$ cat src/rtl/ins_dec_pkg.sv
// Shared RV32I decode constants, format codes and the decoded-field payload.
package ins_dec_pkg;

  localparam int unsigned INS_W = 32;
  localparam int unsigned OPC_W = 7;
  localparam int unsigned REG_W = 5;

  localparam logic [OPC_W-1:0] OPC_OP       = 7'b0110011;
  localparam logic [OPC_W-1:0] OPC_OP_IMM   = 7'b0010011;
  localparam logic [OPC_W-1:0] OPC_LOAD     = 7'b0000011;
  localparam logic [OPC_W-1:0] OPC_STORE    = 7'b0100011;
  localparam logic [OPC_W-1:0] OPC_BRANCH   = 7'b1100011;
  localparam logic [OPC_W-1:0] OPC_JAL      = 7'b1101111;
  localparam logic [OPC_W-1:0] OPC_JALR     = 7'b1100111;
  localparam logic [OPC_W-1:0] OPC_LUI      = 7'b0110111;
  localparam logic [OPC_W-1:0] OPC_AUIPC    = 7'b0010111;
  localparam logic [OPC_W-1:0] OPC_MISC_MEM = 7'b0001111;
  localparam logic [OPC_W-1:0] OPC_SYSTEM   = 7'b1110011;

  localparam logic [6:0] F7_ZERO = 7'b0000000;
  localparam logic [6:0] F7_ALT  = 7'b0100000;

  typedef enum logic [2:0] {
    FMT_R   = 3'd0,
    FMT_I   = 3'd1,
    FMT_S   = 3'd2,
    FMT_B   = 3'd3,
    FMT_U   = 3'd4,
    FMT_J   = 3'd5,
    FMT_ILL = 3'd7
  } fmt_e;

  // Decoded fields of one instruction (PC and immediate carried separately, XLEN wide).
  typedef struct packed {
    logic [OPC_W-1:0] op;
    logic [2:0]       funct3;
    logic [6:0]       funct7;
    logic [REG_W-1:0] rs1;
    logic [REG_W-1:0] rs2;
    logic [REG_W-1:0] rd;
    fmt_e             fmt;
    logic             illegal;
  } dec_fields_t;

endpackage

$ cat src/rtl/ins_dec_comb.sv
// Combinational RV32I decode of a single instruction word.
module ins_dec_comb
  import ins_dec_pkg::*;
#(
  parameter int unsigned XLEN = 32
) (
  input  logic [INS_W-1:0] ins_i,
  output dec_fields_t      fld_o,
  output logic [XLEN-1:0]  imm_o
);

  logic [OPC_W-1:0] op;
  logic [2:0]       f3;
  logic [6:0]       f7;
  logic             legal;
  dec_fields_t      fld;
  logic [XLEN-1:0]  imm;

  assign op = ins_i[6:0];
  assign f3 = ins_i[14:12];
  assign f7 = ins_i[31:25];

  // Select format, fields and immediate by opcode; illegal encodings collapse to FMT_ILL.
  always_comb begin
    fld         = '0;
    fld.op      = op;
    fld.fmt     = FMT_ILL;
    fld.illegal = 1'b0;
    imm         = '0;
    legal       = 1'b0;
    case (op)
      OPC_OP: begin
        legal      = (f7 == F7_ZERO) || ((f7 == F7_ALT) && ((f3 == 3'b000) || (f3 == 3'b101)));
        fld.fmt    = FMT_R;
        fld.funct7 = f7;
        fld.funct3 = f3;
        fld.rs1    = ins_i[19:15];
        fld.rs2    = ins_i[24:20];
        fld.rd     = ins_i[11:7];
      end
      OPC_OP_IMM, OPC_LOAD, OPC_JALR, OPC_MISC_MEM, OPC_SYSTEM: begin
        fld.fmt    = FMT_I;
        fld.funct3 = f3;
        fld.rs1    = ins_i[19:15];
        fld.rd     = ins_i[11:7];
        imm        = XLEN'($signed(ins_i[31:20]));
        legal      = 1'b1;
        if (op == OPC_OP_IMM && (f3 == 3'b001 || f3 == 3'b101)) begin
          // Shifts carry funct7 and a zero-extended shamt instead of imm12.
          fld.funct7 = f7;
          imm        = XLEN'(ins_i[24:20]);
          legal      = (f7 == F7_ZERO) || ((f7 == F7_ALT) && (f3 == 3'b101));
        end else if (op == OPC_LOAD) begin
          legal = !((f3 == 3'b011) || (f3 == 3'b110) || (f3 == 3'b111));
        end else if (op == OPC_JALR) begin
          legal = (f3 == 3'b000);
        end
      end
      OPC_STORE: begin
        legal      = (f3 < 3'b011);
        fld.fmt    = FMT_S;
        fld.funct3 = f3;
        fld.rs1    = ins_i[19:15];
        fld.rs2    = ins_i[24:20];
        imm        = XLEN'($signed({ins_i[31:25], ins_i[11:7]}));
      end
      OPC_BRANCH: begin
        legal      = !((f3 == 3'b010) || (f3 == 3'b011));
        fld.fmt    = FMT_B;
        fld.funct3 = f3;
        fld.rs1    = ins_i[19:15];
        fld.rs2    = ins_i[24:20];
        imm        = XLEN'($signed({ins_i[31], ins_i[7], ins_i[30:25], ins_i[11:8], 1'b0}));
      end
      OPC_LUI, OPC_AUIPC: begin
        legal   = 1'b1;
        fld.fmt = FMT_U;
        fld.rd  = ins_i[11:7];
        imm     = XLEN'($signed({ins_i[31:12], 12'b0}));
      end
      OPC_JAL: begin
        legal   = 1'b1;
        fld.fmt = FMT_J;
        fld.rd  = ins_i[11:7];
        imm     = XLEN'($signed({ins_i[31], ins_i[19:12], ins_i[20], ins_i[30:21], 1'b0}));
      end
      default: legal = 1'b0;
    endcase
    if (!legal) begin
      fld         = '0;
      fld.op      = op;
      fld.fmt     = FMT_ILL;
      fld.illegal = 1'b1;
      imm         = '0;
    end
  end

  assign fld_o = fld;
  assign imm_o = imm;

endmodule

$ cat src/rtl/ins_dec_stage.sv
// Registered decode stage: decode on entry, 2-entry skid buffer toward execute, illegal counter.
module ins_dec_stage
  import ins_dec_pkg::*;
#(
  parameter int unsigned XLEN  = 32,
  parameter int unsigned CNT_W = 16
) (
  input  logic             clk,
  input  logic             rst,
  input  logic             flush,
  input  logic             in_valid,
  output logic             in_ready,
  input  logic [31:0]      in_ins,
  input  logic [XLEN-1:0]  in_pc,
  output logic             out_valid,
  input  logic             out_ready,
  output logic [XLEN-1:0]  out_pc,
  output logic [6:0]       out_op,
  output logic [2:0]       out_funct3,
  output logic [6:0]       out_funct7,
  output logic [4:0]       out_rs1,
  output logic [4:0]       out_rs2,
  output logic [4:0]       out_rd,
  output logic [XLEN-1:0]  out_imm,
  output logic [2:0]       out_fmt,
  output logic             out_illegal,
  output logic [CNT_W-1:0] ill_cnt
);

  dec_fields_t     dec_fld;
  logic [XLEN-1:0] dec_imm;

  logic            m_valid_q, m_valid_d, s_valid_q, s_valid_d;
  dec_fields_t     m_fld_q, m_fld_d, s_fld_q, s_fld_d;
  logic [XLEN-1:0] m_pc_q, m_pc_d, s_pc_q, s_pc_d;
  logic [XLEN-1:0] m_imm_q, m_imm_d, s_imm_q, s_imm_d;
  logic [CNT_W-1:0] cnt_q, cnt_d;
  logic            accept, drain;

  ins_dec_comb #(.XLEN(XLEN)) u_dec (
    .ins_i (in_ins),
    .fld_o (dec_fld),
    .imm_o (dec_imm)
  );

  assign accept = in_valid && !s_valid_q;
  assign drain  = m_valid_q && out_ready;

  // Skid-buffer steering: S refills M first, new entries land in M when it frees, else in S.
  always_comb begin
    m_valid_d = m_valid_q;
    s_valid_d = s_valid_q;
    m_fld_d   = m_fld_q;
    m_pc_d    = m_pc_q;
    m_imm_d   = m_imm_q;
    s_fld_d   = s_fld_q;
    s_pc_d    = s_pc_q;
    s_imm_d   = s_imm_q;
    cnt_d     = cnt_q;
    if (flush) begin
      m_valid_d = 1'b0;
      s_valid_d = 1'b0;
    end else if (s_valid_q) begin
      if (drain) begin
        m_fld_d   = s_fld_q;
        m_pc_d    = s_pc_q;
        m_imm_d   = s_imm_q;
        s_valid_d = 1'b0;
      end
    end else if (!m_valid_q || drain) begin
      m_valid_d = accept;
      if (accept) begin
        m_fld_d = dec_fld;
        m_pc_d  = in_pc;
        m_imm_d = dec_imm;
      end
    end else if (accept) begin
      s_valid_d = 1'b1;
      s_fld_d   = dec_fld;
      s_pc_d    = in_pc;
      s_imm_d   = dec_imm;
    end
    // Counts every illegal entry execute actually takes, saturating.
    if (drain && m_fld_q.illegal && (cnt_q != '1)) begin
      cnt_d = cnt_q + CNT_W'(1);
    end
  end

  // State registers with synchronous reset.
  always_ff @(posedge clk) begin
    if (rst) begin
      m_valid_q <= 1'b0;
      s_valid_q <= 1'b0;
      m_fld_q   <= '0;
      m_pc_q    <= '0;
      m_imm_q   <= '0;
      s_fld_q   <= '0;
      s_pc_q    <= '0;
      s_imm_q   <= '0;
      cnt_q     <= '0;
    end else begin
      m_valid_q <= m_valid_d;
      s_valid_q <= s_valid_d;
      m_fld_q   <= m_fld_d;
      m_pc_q    <= m_pc_d;
      m_imm_q   <= m_imm_d;
      s_fld_q   <= s_fld_d;
      s_pc_q    <= s_pc_d;
      s_imm_q   <= s_imm_d;
      cnt_q     <= cnt_d;
    end
  end

  assign in_ready    = !s_valid_q;
  assign out_valid   = m_valid_q;
  assign out_pc      = m_pc_q;
  assign out_op      = m_fld_q.op;
  assign out_funct3  = m_fld_q.funct3;
  assign out_funct7  = m_fld_q.funct7;
  assign out_rs1     = m_fld_q.rs1;
  assign out_rs2     = m_fld_q.rs2;
  assign out_rd      = m_fld_q.rd;
  assign out_imm     = m_imm_q;
  assign out_fmt     = m_fld_q.fmt;
  assign out_illegal = m_fld_q.illegal;
  assign ill_cnt     = cnt_q;

endmodule

$ cat config.mk
export PLATFORM = sky130hd
export DESIGN_NAME = ins_dec_stage
export DESIGN_NICKNAME = d
export VERILOG_FILES = /design/src/rtl/ins_dec_pkg.sv /design/src/rtl/ins_dec_comb.sv /design/src/rtl/ins_dec_stage.sv
export SDC_FILE = /design/constraint.sdc
export NUM_CORES = 1
export LEC_CHECK = 0
export ABC_CLOCK_PERIOD_IN_PS = 3900
export BUFFER_PORTS_ARGS = -buffer_cell sky130_fd_sc_hd__buf_4
export CAP_MARGIN = 40
export CORE_MARGIN = 1
export CORE_UTILIZATION = 59
export CTS_CLUSTER_DIAMETER = 80
export DETAILED_ROUTE_END_ITERATION = 8
export HOLD_SLACK_MARGIN = 0.08
export PLACE_DENSITY = 0.85
export SLEW_MARGIN = 30
export SYNTH_ARGS = -nofsm -noshare
export SYNTH_HDL_FRONTEND = slang
export SYNTH_SLANG_ARGS = --single-unit
$ cat constraint.sdc
create_clock -name clk -period 3.9 [get_ports clk]
set_input_delay 0.585 -clock clk [delete_from_list [all_inputs] [get_ports clk]]
set_output_delay 0.585 -clock clk [all_outputs]
set_load 0.05 [all_outputs]
==> run metrics, run 1 <==
status=finished clean; slowest stage delay, CP=0.77 ns; Clk pwr share=about 43%; CTS Buffer Depth=3; Seq pwr share=a little under half; worst rel slew slack=a little under half; number of synthesized register bits=about 220; Die Span Y=between 100 and 150 µm; most frequent cells in the layout=217 x dfxtp_1, 200 x buf_4, 145 x nand2_1; dpl hpwl=15.4 mm; Slew @ Worst Pin=0.818 ns; clk_lat worst skew=slightly above 0.5 ns; Top Metal Used=met4; final setup TNS=0 ns; RSZ-0062 raised after global routing=false; Final period util=68.1%; Max Clk Rate=between 300 and 400 MHz; Power, Total=between 5000 and 6000 µW; Crit path required time=4.31 ns; Critical Path AT=roughly 3 ns; CTS Sinks=about 220; HP Class=primary input to flop; routed wire length=roughly 25 mm; final antenna-violating net count=0; routed wl met2=11.5 mm; setup bufs post-CTS=0; Power Dens Cells=446 nW/µm²; LEAKAGE=between 0.004 and 0.005 µW; Horiz. Die Dim=roughly 130 µm; fin util=between 70% and 80%; Avg Inst Size Synth=8.64 µm²; crit path max fanout=64; Core Box Area=15200 µm²; GRT Residual Overflow=0; GRT Overall Usage=between 20% and 30%; Crit Path Class=flop to flop; H-tree levels=1; DRT met1 WL=10.8 mm; VDD IR max=between 0.0003 and 0.0004 V; PortBufs=186; number of max-cap violations=0; Post-Synthesis Cell Area=about 9200 µm²; # rows=45; Resize count post-CTS=0; Layout area overhead=23.5%; Fill cells=roughly 1100; # DRC=0; Pre-antenna DRT Iters=5; clk root buf=clkbuf_16; P_sw=about 1300 µW; setup violators final=0; Crit path buffers/inverters=2; Int Power=roughly 3800 µW; initial antenna violation count=0; Initial Util=60.7%; Final #Nets=about 1300; routed wl met3=around 1.8 mm; syn_nets=between 1000 and 1500; Setup Skew=around 0.012 ns; yosys warns=0; Combinational Power Share=between 10% and 20%; wire per inst=~18 µm; most common cell after layout, fill and taps aside=dfxtp_1; sw frac=between 20% and 30%; RD Place Congestion=approximately 0.91; vias=8674; CTS Hold Bufs=0; # IOs=around 190; CTS tree=done; final antenna diode count=0; Syn Inst Count=about 1100; largest net degree at the start of global routing=125; vias in the first global route=slightly below 8000; top_reg_cell synth=dfxtp_1; Critical Path, Cell by Cell=inv_1, nand2_1, a221o_2, buf_4, a21oi_1, o32ai_1; layout cells sized above 1=21.9%; DR iter-0 viols=a little over 800; EDFF count, synth=0; TritonCTS buffer count=23; Yosys cell types=between 60 and 70; Slew Limit Fails=0; total die area=between 15000 and 20000 µm²; first-pass GRT wire length=about 40 mm; Tmin final=~2.7 ns; register area share after synthesis=around 47%; CP top delay family=compound AO/OA/AOI/OAI gates; clk slew on worst S/H paths=0.06 ns; Worst setup EP type=flop; CP max stage cell=dfxtp_4; final hold viol count=0; DR vias/cell=a little over 6; hold slack=~0.31 ns; Synth async-reset ratio=0%; CP Launch Type=flop
kinds of logic (layout without fill, tap and decap cells):
| group | Yosys count | in the layout | share of synthesized area [%] |
|---|---|---|---|
| adders and majority gates | 1 | 1 | 0.136 |
| muxes | 41 | 41 | 4.46 |
| and+or+nand+nor | 360 | 360 | 18.1 |
| AOI/OAI and AO/OA | 333 | 333 | 23.9 |
| buffers and inverters | 99 | 245 | 4.63 |
| xor gates and xnor gates | 15 | 15 | 1.42 |
| DFF | 218 | 218 | 47.3 |
cell usage after synthesis, types with 3 or more instances:
| cell | number | area, µm² |
|---|---|---|
| dfxtp_1 | 218 | 4360 |
| nand2_1 | 145 | 544 |
| a21oi_1 | 123 | 616 |
| clkbuf_1 | 77 | 289 |
| nor2_1 | 75 | 282 |
| nand3_1 | 53 | 265 |
| o21ai_0 | 45 | 225 |
| a211oi_1 | 41 | 308 |
| and3_1 | 41 | 257 |
| mux2i_1 | 40 | 400 |
| a22o_1 | 24 | 210 |
| o22ai_1 | 20 | 125 |
| nand4_1 | 14 | 87.6 |
| buf_2 | 10 | 50.1 |
| o22ai_2 | 10 | 125 |
| xor2_1 | 10 | 87.6 |
| o211ai_1 | 9 | 67.6 |
| o32ai_1 | 8 | 70.1 |
| a31oi_1 | 7 | 43.8 |
| a32o_1 | 7 | 70.1 |
| o2111ai_1 | 6 | 52.6 |
| nor4_1 | 5 | 31.3 |
| o21ai_1 | 5 | 25.0 |
| xnor2_1 | 5 | 43.8 |
| a22oi_1 | 4 | 30.0 |
| a211o_1 | 3 | 26.3 |
| and2_1 | 3 | 18.8 |
| buf_1 | 3 | 11.3 |
| buf_6 | 3 | 33.8 |
| inv_1 | 3 | 11.3 |
| nor2b_1 | 3 | 18.8 |
| nor3_1 | 3 | 15.0 |
| nor3b_1 | 3 | 22.5 |
| o211a_1 | 3 | 30.0 |
| o21a_1 | 3 | 22.5 |
metrics by stage:
step	setup slack, ns	instance area, µm²	std cells
final	1.24	11400	1401
after detailed placement	0.989	10600	1361
after CTS	1.32	11400	1399
after global placement	1.05	10600	1361
after global routing	1.10	11400	1401
after floorplan	1.50	9220	1067
sequential cells by signal, summed over array words and instances, names as in the netlist:
name,cells
out_rs2,5
s_imm_q,32
s_pc_q,32
s_fld_q,36
out_funct7,7
out_fmt,3
out_op,7
s_valid_q,1
out_rs1,5
out_funct3,3
ill_cnt,16
out_pc,32
out_illegal,1
out_imm,32
out_rd,5
out_valid,1
power groups by stage:
stage          clock (µW)  combinational [µW]  sequential (µW)
4_1_cts              2200                 584             2310
2_1_floorplan           0                 211             2520
6_report             2180                 589             2310
3_3_place_gp            0                 576             2360
5_1_grt              2300                 623             2320
3_5_place_dp            0                 580             2360
cell type report:
type	instances	area, µm²	area share, %
well taps	188	235	2.07
clock buffers	32	699	6.14
flip-flops and latches	218	4370	38.4
inverters	4	15.0	0.132
repair buffers	203	1540	13.5
clock inverters	6	65.1	0.571
multi-input cells	750	4460	39.2
routing by layer:
metal | up-vias | track usage, %
met4 | 0 | 10.9
li1 | 4131 | -
met1 | 4116 | 40.6
met3 | 55 | 4.10
met2 | 372 | 48.6
met5 | - | 0
path summary, 6_finish.rpt:
path | startpoint | end | slack (ns) | cells past startpoint
worst max-delay path | s_valid_q | out_rd[4] | 1.24 | 6
worst min-delay path | in_ins[19] | s_fld_q[18] | 0.31 | 2
worst min register to register | s_imm_q[3] | s_imm_q[3] | 0.44 | 2
worst max register to register | s_valid_q | out_rd[4] | 1.24 | 6
Note: power is estimated with default switching activity, not from simulation.
==> inputs of run 2 (changes only) <==
--- a/config.mk
+++ b/config.mk
@@ -5,15 +5,16 @@
 export SDC_FILE = /design/constraint.sdc
 export NUM_CORES = 1
 export LEC_CHECK = 0
-export ABC_CLOCK_PERIOD_IN_PS = 3900
+export ABC_AREA = 1
+export ABC_CLOCK_PERIOD_IN_PS = 2650
 export BUFFER_PORTS_ARGS = -buffer_cell sky130_fd_sc_hd__buf_4
 export CAP_MARGIN = 40
 export CORE_MARGIN = 1
-export CORE_UTILIZATION = 59
+export CORE_UTILIZATION = 55
 export CTS_CLUSTER_DIAMETER = 80
 export DETAILED_ROUTE_END_ITERATION = 8
 export HOLD_SLACK_MARGIN = 0.08
-export PLACE_DENSITY = 0.85
+export PLACE_DENSITY = 0.79
 export SLEW_MARGIN = 30
 export SYNTH_ARGS = -nofsm -noshare
 export SYNTH_HDL_FRONTEND = slang
==> constraint.sdc (replaced) <==
create_clock -name clk -period 2.65 [get_ports clk]
set_input_delay 0.3975 -clock clk [delete_from_list [all_inputs] [get_ports clk]]
set_output_delay 0.3975 -clock clk [all_outputs]
set_load 0.05 [all_outputs]
==> run 2 against run 1 <==
Non-clock buffer count up 8. Sequential share of layout area shrank 1.7 points. Power grew 51%. Clock power rose by 45%. Via count grew 14%. Synthesized area grew 4.5%. Die area increased by 12%. Clock skew grew 0.0044 ns. Utilization shrank 5.6 points. Combinational power up 78%. Final cell count up 26%. Synthesized cell count up 30%.
==> run metrics, run 2 <==
Place WS=0.345 ns (was 0.989 ns); Largest Register=s_fld_q (unchanged); H-tree levels=1 (unchanged); TritonCTS buffer count=23 (unchanged); fin util=69.3% (was 74.9%); syn_nets=1458 (was 1137); wire per inst=15.5 µm (was 17.6 µm); Synth top cells by count=258 x nand2_1, 218 x dfxtp_1, 206 x a21oi_1 (was 218 x dfxtp_1, 145 x nand2_1, 123 x a21oi_1); Horiz. Die Dim=134 µm (was 127 µm); final setup TNS=0 ns (unchanged); final worst setup slack=0.500 ns (was 1.24 ns); # DRC=0 (unchanged); Synth top area share=45.3% (was 47.3%); VDD IR max=0.000530 V (was 0.000366 V); number of max-cap violations=0 (unchanged); layout cells sized above 1=17.5% (was 21.9%); HP Class=primary input to flop (unchanged); DR iter-0 viols=840 (was 828); Initial Util=56.1% (was 60.7%); Seq pwr share=45.1% (was 45.5%); Resize count post-CTS=0 (unchanged); multiplexer share of the synthesized area=0% (was 4.46%); CP startpoint=s_valid_q (unchanged); most common cell after layout, fill and taps aside=nand2_1 (was dfxtp_1); Avg Inst Size Synth=6.94 µm² (was 8.64 µm²); GRT Residual Overflow=0 (unchanged); Layout area overhead=23.6% (was 23.5%); yosys warns=0 (unchanged); final hold viol count=0 (unchanged); hold_sp=in_pc[30] (was in_ins[19]); Synth Area in Simple Gates=22.2% (was 18.1%); post-synthesis adder-cell area fraction=0.130% (was 0.136%); CTS Buffer Depth=3 (unchanged); vias in the first global route=8767 (was 7841); Largest register FFs=36 (unchanged); P_sw=2070 µW (was 1310 µW); Power Dens Cells=645 nW/µm² (was 446 nW/µm²); Int Power=5610 µW (was 3780 µW); routed wire length=27.3 mm (was 24.7 mm); sw frac=26.9% (was 25.7%); R2R depth=8 (was 6); register area share after synthesis=45.3% (was 47.3%); PortBufs=186 (unchanged); Crit path top cell by count=o21ai_0; dpl hpwl=17.1 mm (was 15.4 mm); most common cell in the synthesized netlist=nand2_1 (was dfxtp_1); LEAKAGE=0.00536 µW (was 0.00447 µW); dominant cell type by area after synthesis=dfxtp_1 (unchanged); Critical Path, Cell by Cell=inv_2, nand2_1, o21ai_0, nand2_2, clkinv_2, buf_12, o21ai_0, a21oi_1 (was inv_1, nand2_1, a221o_2, buf_4, a21oi_1, o32ai_1); final antenna-violating net count=0 (unchanged); worst r2r src=s_valid_q (unchanged); Yosys cell types=32 (was 66); CTS Hold Bufs=0 (unchanged); # IOs=187 (unchanged); Max Clk Rate=465 MHz (was 377 MHz); first-pass GRT wire length=44.1 mm (was 39.5 mm); crit path max fanout=38 (was 64); Clk pwr share=41.2% (was 42.9%); most frequent cells in the layout=257 x nand2_1, 217 x dfxtp_1, 206 x a21oi_1 (was 217 x dfxtp_1, 200 x buf_4, 145 x nand2_1); Hold Path Depth=3 (was 2); Syn Inst Count=1388 (was 1067); Combinational Power Share=13.6% (was 11.6%); clk_lat worst skew=0.50 ns (was 0.51 ns); Crit path required time=3.02 ns (was 4.31 ns); Synth Area in XOR/XNOR=0.454% (was 1.42%); CTS Sinks=218 (unchanged); number of synthesized register bits=218 (unchanged); worst rel slew slack=50.0% (was 45.5%); Slew @ Worst Pin=0.750 ns (was 0.818 ns); RSZ-0062 raised after global routing=false (unchanged); top_reg_cell synth=dfxtp_1 (unchanged); Critical Path AT=2.52 ns (was 3.06 ns); Setup Skew=0.0167 ns (was 0.0123 ns); setup violators final=0 (unchanged); CP max stage cell=dfxtp_4 (unchanged); Final period util=81.1% (was 68.1%); Final #Nets=1589 (was 1270); Tmin final=2.15 ns (was 2.66 ns); EDFF count, synth=0 (unchanged); Die Span Y=134 µm (was 127 µm); CTS tree=done (unchanged); Core Box Area=17200 µm² (was 15200 µm²); vias=9880 (was 8674); Post-Synthesis Cell Area=9640 µm² (was 9220 µm²); total die area=18100 µm² (was 16100 µm²); RD Place Congestion=0.975 (was 0.912); # rows=48 (was 45); clk root buf=clkbuf_16 (unchanged); Crit Path Class=flop to flop (unchanged); CP Launch Type=flop (unchanged); main combinational cell family by area after synthesis=compound AO/OA/AOI/OAI gates (unchanged); Pre-antenna DRT Iters=8 (was 5); setup bufs post-CTS=0 (unchanged); final antenna diode count=0 (unchanged); status=finished clean (unchanged); Synth area leaders=dfxtp_1 45%, a21oi_1 11%, o21ai_0 11%, nand2_1 10%, nor2_1 7.1% (was dfxtp_1 47%, a21oi_1 6.7%, nand2_1 5.9%, mux2i_1 4.3%, a211oi_1 3.3%); clk slew on worst S/H paths=0.06 ns (about the same); largest net degree at the start of global routing=79 (was 125); Synth async-reset ratio=0% (unchanged); Slew Limit Fails=0 (unchanged); slowest stage delay, CP=0.53 ns (was 0.77 ns); Worst setup EP type=flop (unchanged); initial antenna violation count=0 (unchanged); DR vias/cell=5.62 (was 6.19); GRT Overall Usage=29.6% (was 29.8%); post-synthesis compound-gate area fraction=24.3% (was 23.9%)
run 2: cell count changes after synthesis, sizes merged, moves of 43 or more:
cell | previous run | this run
o21ai | 51 | 205
nand2 | 145 | 263
nor2 | 75 | 184
a21oi | 124 | 206
inv | 3 | 73
a211oi | 43 | 0
run 2: path summary, 6_finish.rpt:
check | slack [ns] | to
worst max register to register | 0.50 | out_imm[27]
worst max-delay path | 0.50 | out_imm[27]
worst min register to register | 0.44 | s_fld_q[22]
worst min-delay path | 0.13 | s_pc_q[30]
run 2: through the flow:
| step | instance area (µm²) | instances | power [µW] | hold slack, ns |
|---|---|---|---|---|
| final | 11900 | 1759 | 7670 | 0.127 |
| after global routing | 11900 | 1759 | 7930 | 0.126 |
| after CTS | 11900 | 1757 | 7710 | 0.115 |
| after detailed placement | 11100 | 1717 | 4570 | 0.429 |
| after global placement | 11100 | 1717 | 4560 | 0.427 |
| after floorplan | 9640 | 1388 | 4200 | 0.419 |
run 2: kinds of logic after synthesis:
| kind of cell | Yosys count |
|---|---|
| buf+inv | 179 |
| xor+xnor | 5 |
| compound gates | 456 |
| simple gates | 529 |
| fa+ha+maj | 1 |
| flops | 218 |
run 2: final cells by class:
class,count,area (µm²)
clock buffer,37,698
inverter,74,282
fill,1458,5270
timing repair buffer,211,1680
multi-input combinational,991,4550
tap,225,282
sequential,218,4370
clock inverter,3,42.5
run 2: critical path: cells and delay by family, from the launching register on:
family,cells,cell delay [ns]
simple gates,2,0.18
flops,1,0.53
buf+inv,3,0.89
compound gates,3,0.42
run 2: metal layers:
metal	part of all wire [%]	vias up	routed length (µm)	track usage [%]
met1	44	4545	12100	41.5
met3	7.4	59	2010	4.08
li1	-	4876	-	-
met4	2.8	0	763	9.55
met5	0	-	0	0
met2	45	400	12400	47.0
run 2: power groups by stage:
stage / sequential [µW] / combinational (µW) / clock [µW]
2_1_floorplan: 3870 / 328 / 0
3_3_place_gp: 3530 / 1030 / 0
3_5_place_dp: 3530 / 1040 / 0
4_1_cts: 3460 / 1040 / 3210
5_1_grt: 3480 / 1120 / 3340
6_report: 3460 / 1050 / 3160
